### config.mk
export PLATFORM = sky130hd
export DESIGN_NAME = vga_timing_gen
export DESIGN_NICKNAME = d
export VERILOG_FILES = /design/src/rtl/vga_timing_gen.sv
export SDC_FILE = /design/constraint.sdc
export NUM_CORES = 1
export LEC_CHECK = 0
export BUFFER_PORTS_ARGS = -buffer_cell sky130_fd_sc_hd__clkbuf_2
export CORE_ASPECT_RATIO = 2
export CORE_MARGIN = 3
export CORE_UTILIZATION = 35
export CTS_CLUSTER_DIAMETER = 100
export DETAILED_ROUTE_END_ITERATION = 8
export PLACE_DENSITY_LB_ADDON = 0.1
export SLEW_MARGIN = 30
export SYNTH_ARGS = -nofsm -noshare
export SYNTH_HDL_FRONTEND = slang
export SYNTH_SLANG_ARGS = --single-unit
### constraint.sdc
create_clock -name vga_clk -period 4.35 [get_ports vga_clk]
set_clock_uncertainty 0.2 [all_clocks]
set_input_delay 0.6525 -clock vga_clk [delete_from_list [all_inputs] [get_ports vga_clk]]
set_output_delay 0.6525 -clock vga_clk [all_outputs]
set_load 0.02 [all_outputs]
### src/rtl/vga_timing_gen.sv
// vga_timing_gen: 640x480@60 Hz VGA raster timing generator.
// It produces the pixel counters, active-low syncs, the active-video
// qualifier, the pixel coordinates, and a frame-start strobe with a
// frame counter. Every output is a flop loaded from the *next* raster
// position, so all outputs move together on the edge that advances the
// counters. There is no combinational path from any input to any output.
module vga_timing_gen #(
    parameter int unsigned H_VISIBLE = 640,
    parameter int unsigned H_FP      = 16,
    parameter int unsigned H_SYNC    = 96,
    parameter int unsigned H_BP      = 48,
    parameter int unsigned V_VISIBLE = 480,
    parameter int unsigned V_FP      = 10,
    parameter int unsigned V_SYNC    = 2,
    parameter int unsigned V_BP      = 33
) (
    input  logic       vga_clk,
    input  logic       reset,
    input  logic       pixel_en,
    output logic       hs,
    output logic       vs,
    output logic       blank,
    output logic [9:0] DrawX,
    output logic [9:0] DrawY,
    output logic       frame_start,
    output logic [7:0] frame_cnt
);

    localparam int unsigned H_TOTAL = H_VISIBLE + H_FP + H_SYNC + H_BP;
    localparam int unsigned V_TOTAL = V_VISIBLE + V_FP + V_SYNC + V_BP;

    // Raster boundaries, expressed at counter width.
    localparam logic [9:0] H_LAST     = 10'(H_TOTAL - 1);
    localparam logic [9:0] V_LAST     = 10'(V_TOTAL - 1);
    localparam logic [9:0] H_ACT_END  = 10'(H_VISIBLE);
    localparam logic [9:0] V_ACT_END  = 10'(V_VISIBLE);
    localparam logic [9:0] HS_START   = 10'(H_VISIBLE + H_FP);
    localparam logic [9:0] HS_END     = 10'(H_VISIBLE + H_FP + H_SYNC);
    localparam logic [9:0] VS_START   = 10'(V_VISIBLE + V_FP);
    localparam logic [9:0] VS_END     = 10'(V_VISIBLE + V_FP + V_SYNC);

    logic [9:0] hc_q, hc_d;
    logic [9:0] vc_q, vc_d;
    logic [9:0] hc_nxt, vc_nxt;
    logic       hs_q, hs_d;
    logic       vs_q, vs_d;
    logic       blank_q, blank_d;
    logic [9:0] drawx_q, drawx_d;
    logic [9:0] drawy_q, drawy_d;
    logic       frame_start_q, frame_start_d;
    logic [7:0] frame_cnt_q, frame_cnt_d;

    // Compute the raster position after one pixel step, with explicit wraps.
    always_comb begin
        hc_nxt = hc_q;
        vc_nxt = vc_q;
        if (hc_q == H_LAST) begin
            hc_nxt = 10'd0;
            if (vc_q == V_LAST) begin
                vc_nxt = 10'd0;
            end else begin
                vc_nxt = vc_q + 10'd1;
            end
        end else begin
            hc_nxt = hc_q + 10'd1;
            vc_nxt = vc_q;
        end
    end

    // On an enabled edge, decode all outputs from the next position. Otherwise hold them, and drop the strobe.
    always_comb begin
        hc_d          = hc_q;
        vc_d          = vc_q;
        hs_d          = hs_q;
        vs_d          = vs_q;
        blank_d       = blank_q;
        drawx_d       = drawx_q;
        drawy_d       = drawy_q;
        frame_start_d = 1'b0;
        frame_cnt_d   = frame_cnt_q;
        if (pixel_en) begin
            hc_d          = hc_nxt;
            vc_d          = vc_nxt;
            drawx_d       = hc_nxt;
            drawy_d       = vc_nxt;
            blank_d       = (hc_nxt < H_ACT_END) && (vc_nxt < V_ACT_END);
            hs_d          = !((hc_nxt >= HS_START) && (hc_nxt < HS_END));
            vs_d          = !((vc_nxt >= VS_START) && (vc_nxt < VS_END));
            frame_start_d = (hc_nxt == 10'd0) && (vc_nxt == 10'd0);
            if ((hc_nxt == 10'd0) && (vc_nxt == 10'd0)) begin
                frame_cnt_d = frame_cnt_q + 8'd1;
            end else begin
                frame_cnt_d = frame_cnt_q;
            end
        end else begin
            frame_start_d = 1'b0;
        end
    end

    // State and output registers. Reset parks the counters on the last
    // pixel, so the first enabled edge lands on (0,0) and starts frame 0.
    always_ff @(posedge vga_clk) begin
        if (reset) begin
            hc_q          <= H_LAST;
            vc_q          <= V_LAST;
            hs_q          <= 1'b1;
            vs_q          <= 1'b1;
            blank_q       <= 1'b0;
            drawx_q       <= 10'd0;
            drawy_q       <= 10'd0;
            frame_start_q <= 1'b0;
            frame_cnt_q   <= 8'hFF;
        end else begin
            hc_q          <= hc_d;
            vc_q          <= vc_d;
            hs_q          <= hs_d;
            vs_q          <= vs_d;
            blank_q       <= blank_d;
            drawx_q       <= drawx_d;
            drawy_q       <= drawy_d;
            frame_start_q <= frame_start_d;
            frame_cnt_q   <= frame_cnt_d;
        end
    end

    assign hs          = hs_q;
    assign vs          = vs_q;
    assign blank       = blank_q;
    assign DrawX       = drawx_q;
    assign DrawY       = drawy_q;
    assign frame_start = frame_start_q;
    assign frame_cnt   = frame_cnt_q;

endmodule

==> flow_summary_export.csv, run 1 <==
group,metric,value,unit
timing,timing.final.max_slew_violations,0,
cells_and_area,nets,327,
route,first_pass_iters,4,
setup_path,setup.worst_path.end_class,"register",
floorplanning,placement_rows,42,
timing,setup_viol,0,
setup_path,cp_max_fo,17,
route,via_per_inst,5.461,
setup_path,critical_path_required,4.33,ns
setup_path,worstSetupPathType,"register to register",
clocking,cts_htree_levels,2,
timing,setup-tns-final,0,ns
hold_path,holdPathEnd,"DrawX[4]$_SDFFE_PP0P_",
timing,report.final.hold_viol_count,0,
clocking,cts_buffers,5,
setup_path,data_arrival_time_of_the_critical_path,3.59,ns
timing,maxClockFrequency,0.2767,GHz
yosys,syn-cell-area,2409,sq um
clocking,cts_tree,"yes",
global_route,globalRouteTotalUtil,17.29,%
yosys,yosys_register_bits,42,
timing,hold-worst-slack,0.2657,ns
clocking,post-cts-setup-buffer-count,0,
floorplanning,initial_core_util,36.09,%
job,max_cap_violations,0,
floorplanning,fp.dieH,123.3,um
route,drt_iter0_markers,84,
yosys,syn-instance-count,307,
clocking,clock_sinks,42,
outcome,status,"finished clean",
clocking,clk_root_buffer_cell,"clkbuf_16",
floorplanning,core_area,6674,sq um
route,via_count,2228,
floorplanning,die-area,7974,sq um
yosys,proportion_of_register_bits_with_asynchronous_set_or_reset_after_synthesis,0,%
cells_and_area,area.growth.synth_to_final,11.32,%
cells_and_area,antenna_cells,0,
floorplanning,floorplan.die.width,64.66,um
yosys,synth_warnings,0,
setup_path,r2r_slack,0.74,ns
timing,period_needed,3.614,ns
yosys,synth_unique_cells,60,
timing,tightestPinTransition,0.6866,ns
clocking,number_of_resized_instances_in_the_post_cts_repair_step,0,
cells_and_area,utilization,40.18,%
place,detailed_place_hpwl,4656,um
route,postRouteAntennaNets,0,
clocking,clkSlewWorstSetupHoldPaths,0.06,ns
floorplanning,number_of_placed_i_o_pins,35,
clocking,max-clock-path-buffers,2,
global_route,grt_first_pass_wirelength,10620,um
hold_path,worst_min_delay_path_startpoint,"DrawX[4]$_SDFFE_PP0P_",
timing,worst_slew_margin_rel,53.87,%
power_and_ir_drop,cellLeakagePower,1.076,nW
clocking,clock_latency_reported_for_the_late_side_of_the_worst_skew_pair,0.29,ns
route,routed_wl,6358,um
place,io_buffers,34,
setup_path,worst_r2r_path_depth,9,
timing,grt_setup_unrepaired,"no",
cells_and_area,fill_cells,744,
hold_path,whs_path_depth,2,
route,remaining_drc_errors,0,
clocking,hold_buffers,0,
setup_path,reg2reg_from,"hc_q[0]$_SDFFE_PP1P_",
yosys,synth_top_flop_cell,"dfxtp_1",
yosys,syn_nets,315,
setup_path,reg2reg_to,"frame_cnt[1]$_SDFFE_PP1P_",
timing,final.setup.worst_slack,0.7364,ns
yosys,yosysSeqAreaShare,34.91,%
global_route,globalRoute.totalOverflow,0,
place,place_congestion,0.8577,
timing,fin_crit_sh,83.07,%
power_and_ir_drop,vdd_ir_drop_max,0.2685,mV
cells_and_area,multiInputGateArea,1353,sq um
hold_path,min_path_type,"register to register",
yosys,synth.avg_cell_area,7.845,sq um
place,dpl_worst_slack,0.7613,ns
route,drt-wirelength-per-cell,15.58,um
global_route,grt_max_degree,34,
cells_and_area,storage_cell_area,840.8,sq um
cells_and_area,drive_above_1_share,17.81,%
yosys,synth_edf_count,0,
power_and_ir_drop,p_per_area,402.2,nW/um^2
setup_path,start_kind,"register",
global_route,antenna_found_initial,0,
global_route,first_global_vias,2184,
## cell families after synthesis
kind of cell    Yosys count  share of synthesized area (%)
simple gates            131                          28.99
compound gates           77                          20.52
flops                    42                          34.91
buf+inv                  41                          8.934
xor+xnor                 10                          3.636
fa+ha+maj                 5                          2.597
mux                       1                         0.4156
## layout make-up
class                           instances  share of cell area (%)
Clock buffer                            6                   5.180
Clock inverter                          2                  0.4666
Inverter                                9                   1.260
Multi-Input combinational cell        224                   50.44
Sequential cell                        42                   31.36
Tap cell                               88                   4.106
Timing Repair Buffer                   37                   7.186
## through the flow
stage,std cells,total power (W),cell area [sq um]
floorplan,307,0.0006392,2409
global placement,400,0.0007002,2530
detailed placement,400,0.0006990,2530
CTS,408,0.001091,2681
global route,408,0.001134,2681
finish,408,0.001078,2681
## routing by layer
layer | GRT usage (%) | share of wire (%)
met5 | 0 | 0
met4 | 9.139 | 3.4
met3 | 3.273 | 3.7
met2 | 31.54 | 52
met1 | 18.46 | 40
## synth_stat cells (all sizes together), types with 3 or more instances
| cell | count | area, sq um |
|---|---|---|
| a31o | 3 | 26.28 |
| dfxtp | 42 | 840.8 |
| inv | 8 | 30.03 |
| buf | 16 | 120.1 |
| xor2 | 5 | 43.79 |
| a21o | 3 | 23.77 |
| xnor2 | 5 | 43.79 |
| nand2 | 27 | 101.4 |
| nor3 | 10 | 55.05 |
| clkbuf | 16 | 61.30 |
| nor2 | 29 | 108.9 |
| nor3b | 4 | 30.03 |
| and3 | 9 | 56.30 |
| o21ai | 21 | 105.1 |
| a21oi | 20 | 100.1 |
| nand3 | 20 | 100.1 |
| and4 | 6 | 58.81 |
| a31oi | 7 | 43.79 |
| and2 | 3 | 18.77 |
| nor2b | 3 | 18.77 |
| nand4 | 8 | 50.05 |
| ha | 5 | 62.56 |
## worst max-delay path by stage
stage	cells after the start	startpoint	to	slack, ns
after floorplan	9	hc_q[0]$_SDFFE_PP1P_	frame_cnt[4]$_SDFFE_PP1P_	1.26
after global placement	9	hc_q[0]$_SDFFE_PP1P_	frame_cnt[1]$_SDFFE_PP1P_	0.84
after detailed placement	9	hc_q[0]$_SDFFE_PP1P_	frame_cnt[1]$_SDFFE_PP1P_	0.76
after CTS	9	hc_q[0]$_SDFFE_PP1P_	frame_cnt[1]$_SDFFE_PP1P_	0.72
after global routing	9	hc_q[0]$_SDFFE_PP1P_	frame_cnt[1]$_SDFFE_PP1P_	0.46
final	9	hc_q[0]$_SDFFE_PP1P_	frame_cnt[1]$_SDFFE_PP1P_	0.74
## critical path: stages, from the launching register on
cell	delay, ns
dfxtp_1	0.44
ha_1	0.32
nand4_1	0.36
o32a_1	0.44
a221oi_1	0.47
o2111ai_1	0.27
nor4_4	0.34
buf_4	0.24
a21boi_1	0.08
a311o_1	0.33
## power breakdown
group,total [W],leakage [nW],internal (W),switching (W)
clock network,0.000389,0.0729,0.000227,0.000162
logic,0.000249,0.659,0.0000917,0.000157
registers,0.000441,0.343,0.000410,0.0000305
total,0.00108,1.08,0.000729,0.000349
## flip-flops by register name, summed over array words and instances (netlist names)
signal,cells
hc_q,10
vc_q,10
frame_cnt,8
DrawX,7
DrawY,3
blank,1
frame_start,1
hs,1
vs,1
## placed cells by master, fill, tap and decap left out, types with 8 or more instances in the layout
| master | n |
|---|---|
| dfxtp_1 | 42 |
| clkbuf_2 | 34 |
| nor2_1 | 29 |
| nand2_1 | 27 |
| a21oi_1 | 20 |
| nand3_1 | 20 |
| o21ai_0 | 14 |
| nor3_1 | 9 |
| and3_1 | 9 |
| inv_1 | 8 |
| nand4_1 | 8 |
(Power assumes the default switching activity.)
==> inputs of run 2 (changes only) <==
==> constraint.sdc (replaced) <==
create_clock -name vga_clk -period 2.95 [get_ports vga_clk]
set_clock_uncertainty 0.2 [all_clocks]
set_input_delay 0.4425 -clock vga_clk [delete_from_list [all_inputs] [get_ports vga_clk]]
set_output_delay 0.4425 -clock vga_clk [all_outputs]
set_load 0.02 [all_outputs]
==> flow_summary_export.csv, run 2 (synthesized netlist as in run 1, its figures left out) <==
group,metric,value,unit
cells_and_area,drive_above_1_share,29.09,%
setup_path,start_kind,"register",
hold_path,min_path_type,"register to register",
clocking,cts_buffers,5,
cells_and_area,multiInputGateArea,1398,sq um
global_route,grtUsageMet3,2.818,%
clocking,clk_root_buffer_cell,"clkbuf_16",
floorplanning,initial_core_util,36.09,%
route,via_count,2420,
global_route,gr-max-usage-layer,"met2",
cells_and_area,nets,368,
place,place_congestion,0.8476,
power_and_ir_drop,switching_share,30.61,%
timing,grt_setup_unrepaired,"yes",
route,via_per_inst,5.390,
route,routed_wl,7019,um
power_and_ir_drop,p_per_area,586.4,nW/um^2
floorplanning,floorplan.die.width,64.66,um
floorplanning,number_of_placed_i_o_pins,35,
setup_path,setup.worst_path.end_class,"register",
timing,fin_crit_sh,98.31,%
floorplanning,placement_rows,42,
global_route,globalRoute.totalOverflow,0,
clocking,clkSlewWorstSetupHoldPaths,0.06,ns
timing,tightestPinTransition,0.5475,ns
power_and_ir_drop,cell_internal_pwr,0.001242,W
place,io_buffers,34,
setup_path,data_arrival_time_of_the_critical_path,2.88,ns
power_and_ir_drop,portion_of_total_power_attributed_to_sequential_cells,34.8,%
floorplanning,die-area,7974,sq um
clocking,hold_buffers,0,
cells_and_area,fill_cells,706,
job,max_cap_violations,0,
power_and_ir_drop,vdd_ir_drop_max,0.4168,mV
cells_and_area,storage_cell_area,842.1,sq um
clocking,clock_sinks,42,
setup_path,worstSetupPathType,"register to register",
setup_path,r2r_slack,0.05,ns
timing,timing.final.max_slew_violations,0,
clocking,cts_htree_levels,2,
global_route,grtUsageMet1,20.33,%
global_route,grt_max_degree,34,
clocking,cts_tree,"yes",
outcome,status,"finished clean",
power_and_ir_drop,switching_power,0.0005477,W
setup_path,cp_max_fo,6,
global_route,grt_use_met2,33.42,%
global_route,first_global_vias,2225,
setup_path,critical_path_required,2.93,ns
cells_and_area,antenna_cells,0,
cells_and_area,layout_common_cells,"42 x buf_4, 41 x dfxtp_1, 34 x clkbuf_2",
global_route,grt_first_pass_wirelength,11200,um
power_and_ir_drop,power.clock.fraction,35.4,%
global_route,antenna_found_initial,0,
place,detailed_place_hpwl,5179,um
global_route,globalRouteTotalUtil,18.37,%
power_and_ir_drop,share_of_total_power_in_combinational_logic,29.8,%
clocking,max-clock-path-buffers,2,
floorplanning,fp.dieH,123.3,um
place,placed_area,2806,sq um
clocking,clock_latency_reported_for_the_late_side_of_the_worst_skew_pair,0.29,ns
floorplanning,core_area,6674,sq um
route,drt-wirelength-per-cell,15.63,um
timing,period_needed,2.900,ns
cells_and_area,area.growth.synth_to_final,26.70,%
cells_and_area,layout.cell_area.non_filler,3052,sq um
timing,report.final.hold_viol_count,0,
route,postRouteAntennaNets,0,
power_and_ir_drop,total_power,0.001789,W
power_and_ir_drop,cellLeakagePower,1.285,nW
route,first_pass_iters,4,
timing,maxClockFrequency,0.3448,GHz
route,drt_iter0_markers,140,
timing,setup_viol,0,
cells_and_area,final_common_cell,"buf_4",
timing,worst_slew_margin_rel,63.46,%
route,remaining_drc_errors,0,
run 2: through the flow:
stage | setup TNS, ns | setup WS [ns] | util (%) | std cells | hold slack, ns
after floorplan | -0.03134 | -0.02947 | - | 307 | 0.2880
after global placement | -0.002808 | -0.002808 | 42.05 | 436 | 0.2512
after detailed placement | -0.1342 | -0.03812 | 42.05 | 436 | 0.2545
after CTS | 0 | 0.05886 | 44.62 | 444 | 0.2644
after global routing | -0.07432 | -0.04548 | 45.73 | 449 | 0.2800
final | 0 | 0.04976 | 45.73 | 449 | 0.2613
run 2: final timing paths:
check	from	to	cells past startpoint
worst max-delay path	vc_q[6]$_SDFFE_PP0P_	frame_cnt[1]$_SDFFE_PP1P_	7
worst min-delay path	DrawX[1]$_SDFFE_PP0P_	DrawX[1]$_SDFFE_PP0P_	2
worst max register to register	vc_q[6]$_SDFFE_PP0P_	frame_cnt[1]$_SDFFE_PP1P_	7
worst min register to register	DrawX[1]$_SDFFE_PP0P_	DrawX[1]$_SDFFE_PP0P_	2
run 2: cell type report:
class                   instances  share of cell area, %
clock inverters                 2                  1.230
clock buffers                   6                  4.223
inverters                       9                  1.107
flip-flops and latches         42                  27.59
repair buffers                 78                  16.44
multi-input cells             224                  45.80
well taps                      88                  3.608
run 2: per-layer routing:
metal	up-vias	wire, um
met2	75	3698
li1	1200	-
met4	0	238
met3	19	257
met5	-	0
met1	1126	2826
run 2: what timing repair did:
action	4_1_cts	5_1_grt
endpoints found under the setup margin	6	7
cloned	0	1
resized for setup	2	9
pin swaps	0	6
setup buffers	0	4
run 2: power groups by stage:
stage	logic [W]	clock network (W)	registers (W)
3_5_place_dp	0.000489	0	0.000636
2_1_floorplan	0.000289	0	0.000664
5_1_grt	0.000578	0.000664	0.000628
3_3_place_gp	0.000491	0	0.000635
6_report	0.000533	0.000633	0.000624
4_1_cts	0.000497	0.000645	0.000624
run 2: worst max-delay path: stages (launching register included):
cell and delay [ns]:
dfxtp_1 0.31, or4b_4 0.53, or4_4 0.48, a221o_1 0.38
nor4_4 0.37, buf_4 0.20, a21boi_1 0.06, a311o_1 0.27
==> inputs of run 3 (changes only) <==
--- a/config.mk
+++ b/config.mk
@@ -12,6 +12,7 @@
 export CTS_CLUSTER_DIAMETER = 100
 export DETAILED_ROUTE_END_ITERATION = 8
 export PLACE_DENSITY_LB_ADDON = 0.1
+export SKIP_CTS_REPAIR_TIMING = 1
 export SLEW_MARGIN = 30
 export SYNTH_ARGS = -nofsm -noshare
 export SYNTH_HDL_FRONTEND = slang
==> constraint.sdc (replaced) <==
create_clock -name vga_clk -period 3.13 [get_ports vga_clk]
set_clock_uncertainty 0.2 [all_clocks]
set_input_delay 0.4695 -clock vga_clk [delete_from_list [all_inputs] [get_ports vga_clk]]
set_output_delay 0.4695 -clock vga_clk [all_outputs]
set_load 0.02 [all_outputs]
==> flow_summary_export.csv, run 3 (synthesized netlist as in run 1, its figures left out) <==
group,metric,value,unit
timing,grt_setup_unrepaired,"no",
clocking,clock_sinks,42,
global_route,first_global_vias,2255,
route,routed_wl,6959,um
cells_and_area,final_common_cell,"dfxtp_1",
global_route,grt_first_pass_wirelength,11270,um
timing,setup-tns-final,0,ns
job,max_cap_violations,0,
setup_path,critical_path_required,3.07,ns
power_and_ir_drop,switching_share,32.56,%
clocking,max-clock-path-buffers,2,
setup_path,number_of_buffer_and_inverter_instances_along_the_worst_setup_path,1,
setup_path,cpMaxStageDelayCell,"or4_4",
setup_path,reg2reg_to,"frame_cnt[2]$_SDFFE_PP1P_",
setup_path,worst_setup_path_startpoint,"vc_q[9]$_SDFFE_PP1P_",
power_and_ir_drop,power.clock.fraction,33.2,%
setup_path,start_kind,"register",
power_and_ir_drop,share_of_total_power_in_combinational_logic,27.6,%
setup_path,worstSetupPathType,"register to register",
setup_path,data_arrival_time_of_the_critical_path,2.90,ns
clocking,cts_buffers,5,
power_and_ir_drop,p_per_area,530.8,nW/um^2
setup_path,worst_path_dominant_cell_family,"simple AND/OR/NAND/NOR gates",
floorplanning,floorplan.die.width,64.66,um
timing,timing.final.max_slew_violations,0,
global_route,antenna_found_initial,0,
clocking,cts_tree,"yes",
route,drt-wirelength-per-cell,16.00,um
route,remaining_drc_errors,0,
floorplanning,fp.dieH,123.3,um
clocking,clk_root_buffer_cell,"clkbuf_16",
cells_and_area,layout_common_cells,"42 x dfxtp_1, 34 x clkbuf_2, 29 x nor2_1, 29 x buf_4, 27 x nand2_1",
global_route,globalRouteTotalUtil,18.56,%
setup_path,number_of_cells_on_the_critical_path,8,
hold_path,whs_path_depth,2,
hold_path,holdPathEnd,"DrawX[4]$_SDFFE_PP0P_",
timing,tightestPinTransition,0.5493,ns
route,drt_iter0_markers,161,
route,first_pass_iters,5,
cells_and_area,nets,355,
power_and_ir_drop,cell_internal_pwr,0.001038,W
timing,worst_slew_margin_rel,63.34,%
clocking,clock_latency_reported_for_the_late_side_of_the_worst_skew_pair,0.29,ns
setup_path,timing.critical_path.slowest_cell_delay,0.54,ns
cells_and_area,area.growth.synth_to_final,20.42,%
timing,final.setup.worst_slack,0.1794,ns
outcome,status,"finished clean",
cells_and_area,antenna_cells,0,
clocking,clkSlewWorstSetupHoldPaths,0.06,ns
route,via_count,2303,
setup_path,reg2reg_from,"vc_q[9]$_SDFFE_PP1P_",
setup_path,r2r_slack,0.18,ns
floorplanning,core_area,6674,sq um
cells_and_area,drive_above_1_share,24.50,%
setup_path,setup.worst_path.end_class,"register",
place,place_congestion,0.8080,
setup_path,cp_max_fo,5,
floorplanning,die-area,7974,sq um
hold_path,min_path_type,"register to register",
route,postRouteAntennaNets,0,
hold_path,worst_min_delay_path_startpoint,"DrawX[4]$_SDFFE_PP0P_",
power_and_ir_drop,portion_of_total_power_attributed_to_sequential_cells,39.2,%
timing,fin_crit_sh,94.27,%
power_and_ir_drop,cellLeakagePower,1.209,nW
place,io_buffers,34,
place,dpl_worst_slack,0.1334,ns
global_route,grt_max_degree,34,
setup_path,worst_r2r_path_depth,8,
floorplanning,initial_core_util,36.09,%
global_route,globalRoute.totalOverflow,0,
floorplanning,placement_rows,42,
power_and_ir_drop,vdd_ir_drop_max,0.4080,mV
route,via_per_inst,5.294,
power_and_ir_drop,switching_power,0.0005013,W
timing,maxClockFrequency,0.3389,GHz
place,detailed_place_hpwl,5228,um
setup_path,crit_path_cell_chain,"or4b_1 > or4_4 > a221oi_1 > a31oi_1 > nor4_4 > buf_4 > and4_2 > o21ai_1",
timing,period_needed,2.951,ns
timing,setup_viol,0,
floorplanning,number_of_placed_i_o_pins,35,
timing,report.final.hold_viol_count,0,
clocking,cts_htree_levels,2,
timing,hold-worst-slack,0.2587,ns
-- run 3: per-layer routing --
layer	vias to the layer above	wire [um]	GRT usage, %
li1	1171	-	-
met1	1056	2630	19.90
met2	58	3790	34.46
met3	18	293	3.000
met4	0	245	9.139
met5	-	0	0
-- run 3: worst min-delay path, cell delays in order, from the launching register on --
cell     delay, ns
dfxtp_1       0.31
nand2_1       0.06
a21oi_1       0.05
-- run 3: power groups by stage --
| stage | clock network (W) | logic, W | registers (W) |
|---|---|---|---|
| CTS | 0.000522 | 0.000414 | 0.000604 |
| detailed placement | 0 | 0.000411 | 0.000616 |
| global route | 0.000543 | 0.000467 | 0.000609 |
| floorplan | 0 | 0.000263 | 0.000625 |
| finish | 0.000511 | 0.000425 | 0.000604 |
| global placement | 0 | 0.000415 | 0.000615 |
-- run 3: cell type report --
cell class	instances	area (sq um)
clock buffers	5	125.1
fillers	712	3774
well taps	88	110.1
flip-flops and latches	42	840.8
clock inverters	2	15.01
repair buffers	65	419.2
inverters	9	33.78
multi-input cells	224	1356
-- run 3: worst max-delay path by stage --
stage	endpoint	slack, ns
final	frame_cnt[2]$_SDFFE_PP1P_	0.18
after CTS	frame_cnt[5]$_SDFFE_PP1P_	0.12
after detailed placement	frame_cnt[6]$_SDFFE_PP1P_	0.13
after global placement	frame_cnt[6]$_SDFFE_PP1P_	0.15
after floorplan	frame_cnt[4]$_SDFFE_PP1P_	0.04
after global routing	frame_cnt[2]$_SDFFE_PP1P_	0.02
-- run 3: stage by stage --
stage | instances | utilization (%) | power (W) | instance area, sq um
final | 435 | 43.46 | 0.001540 | 2900
after global routing | 435 | 43.46 | 0.001619 | 2900
after CTS | 433 | 43.12 | 0.001540 | 2878
after detailed placement | 426 | 41.02 | 0.001027 | 2738
after global placement | 426 | 41.02 | 0.001030 | 2738
after floorplan | 307 | - | 0.0008884 | 2409
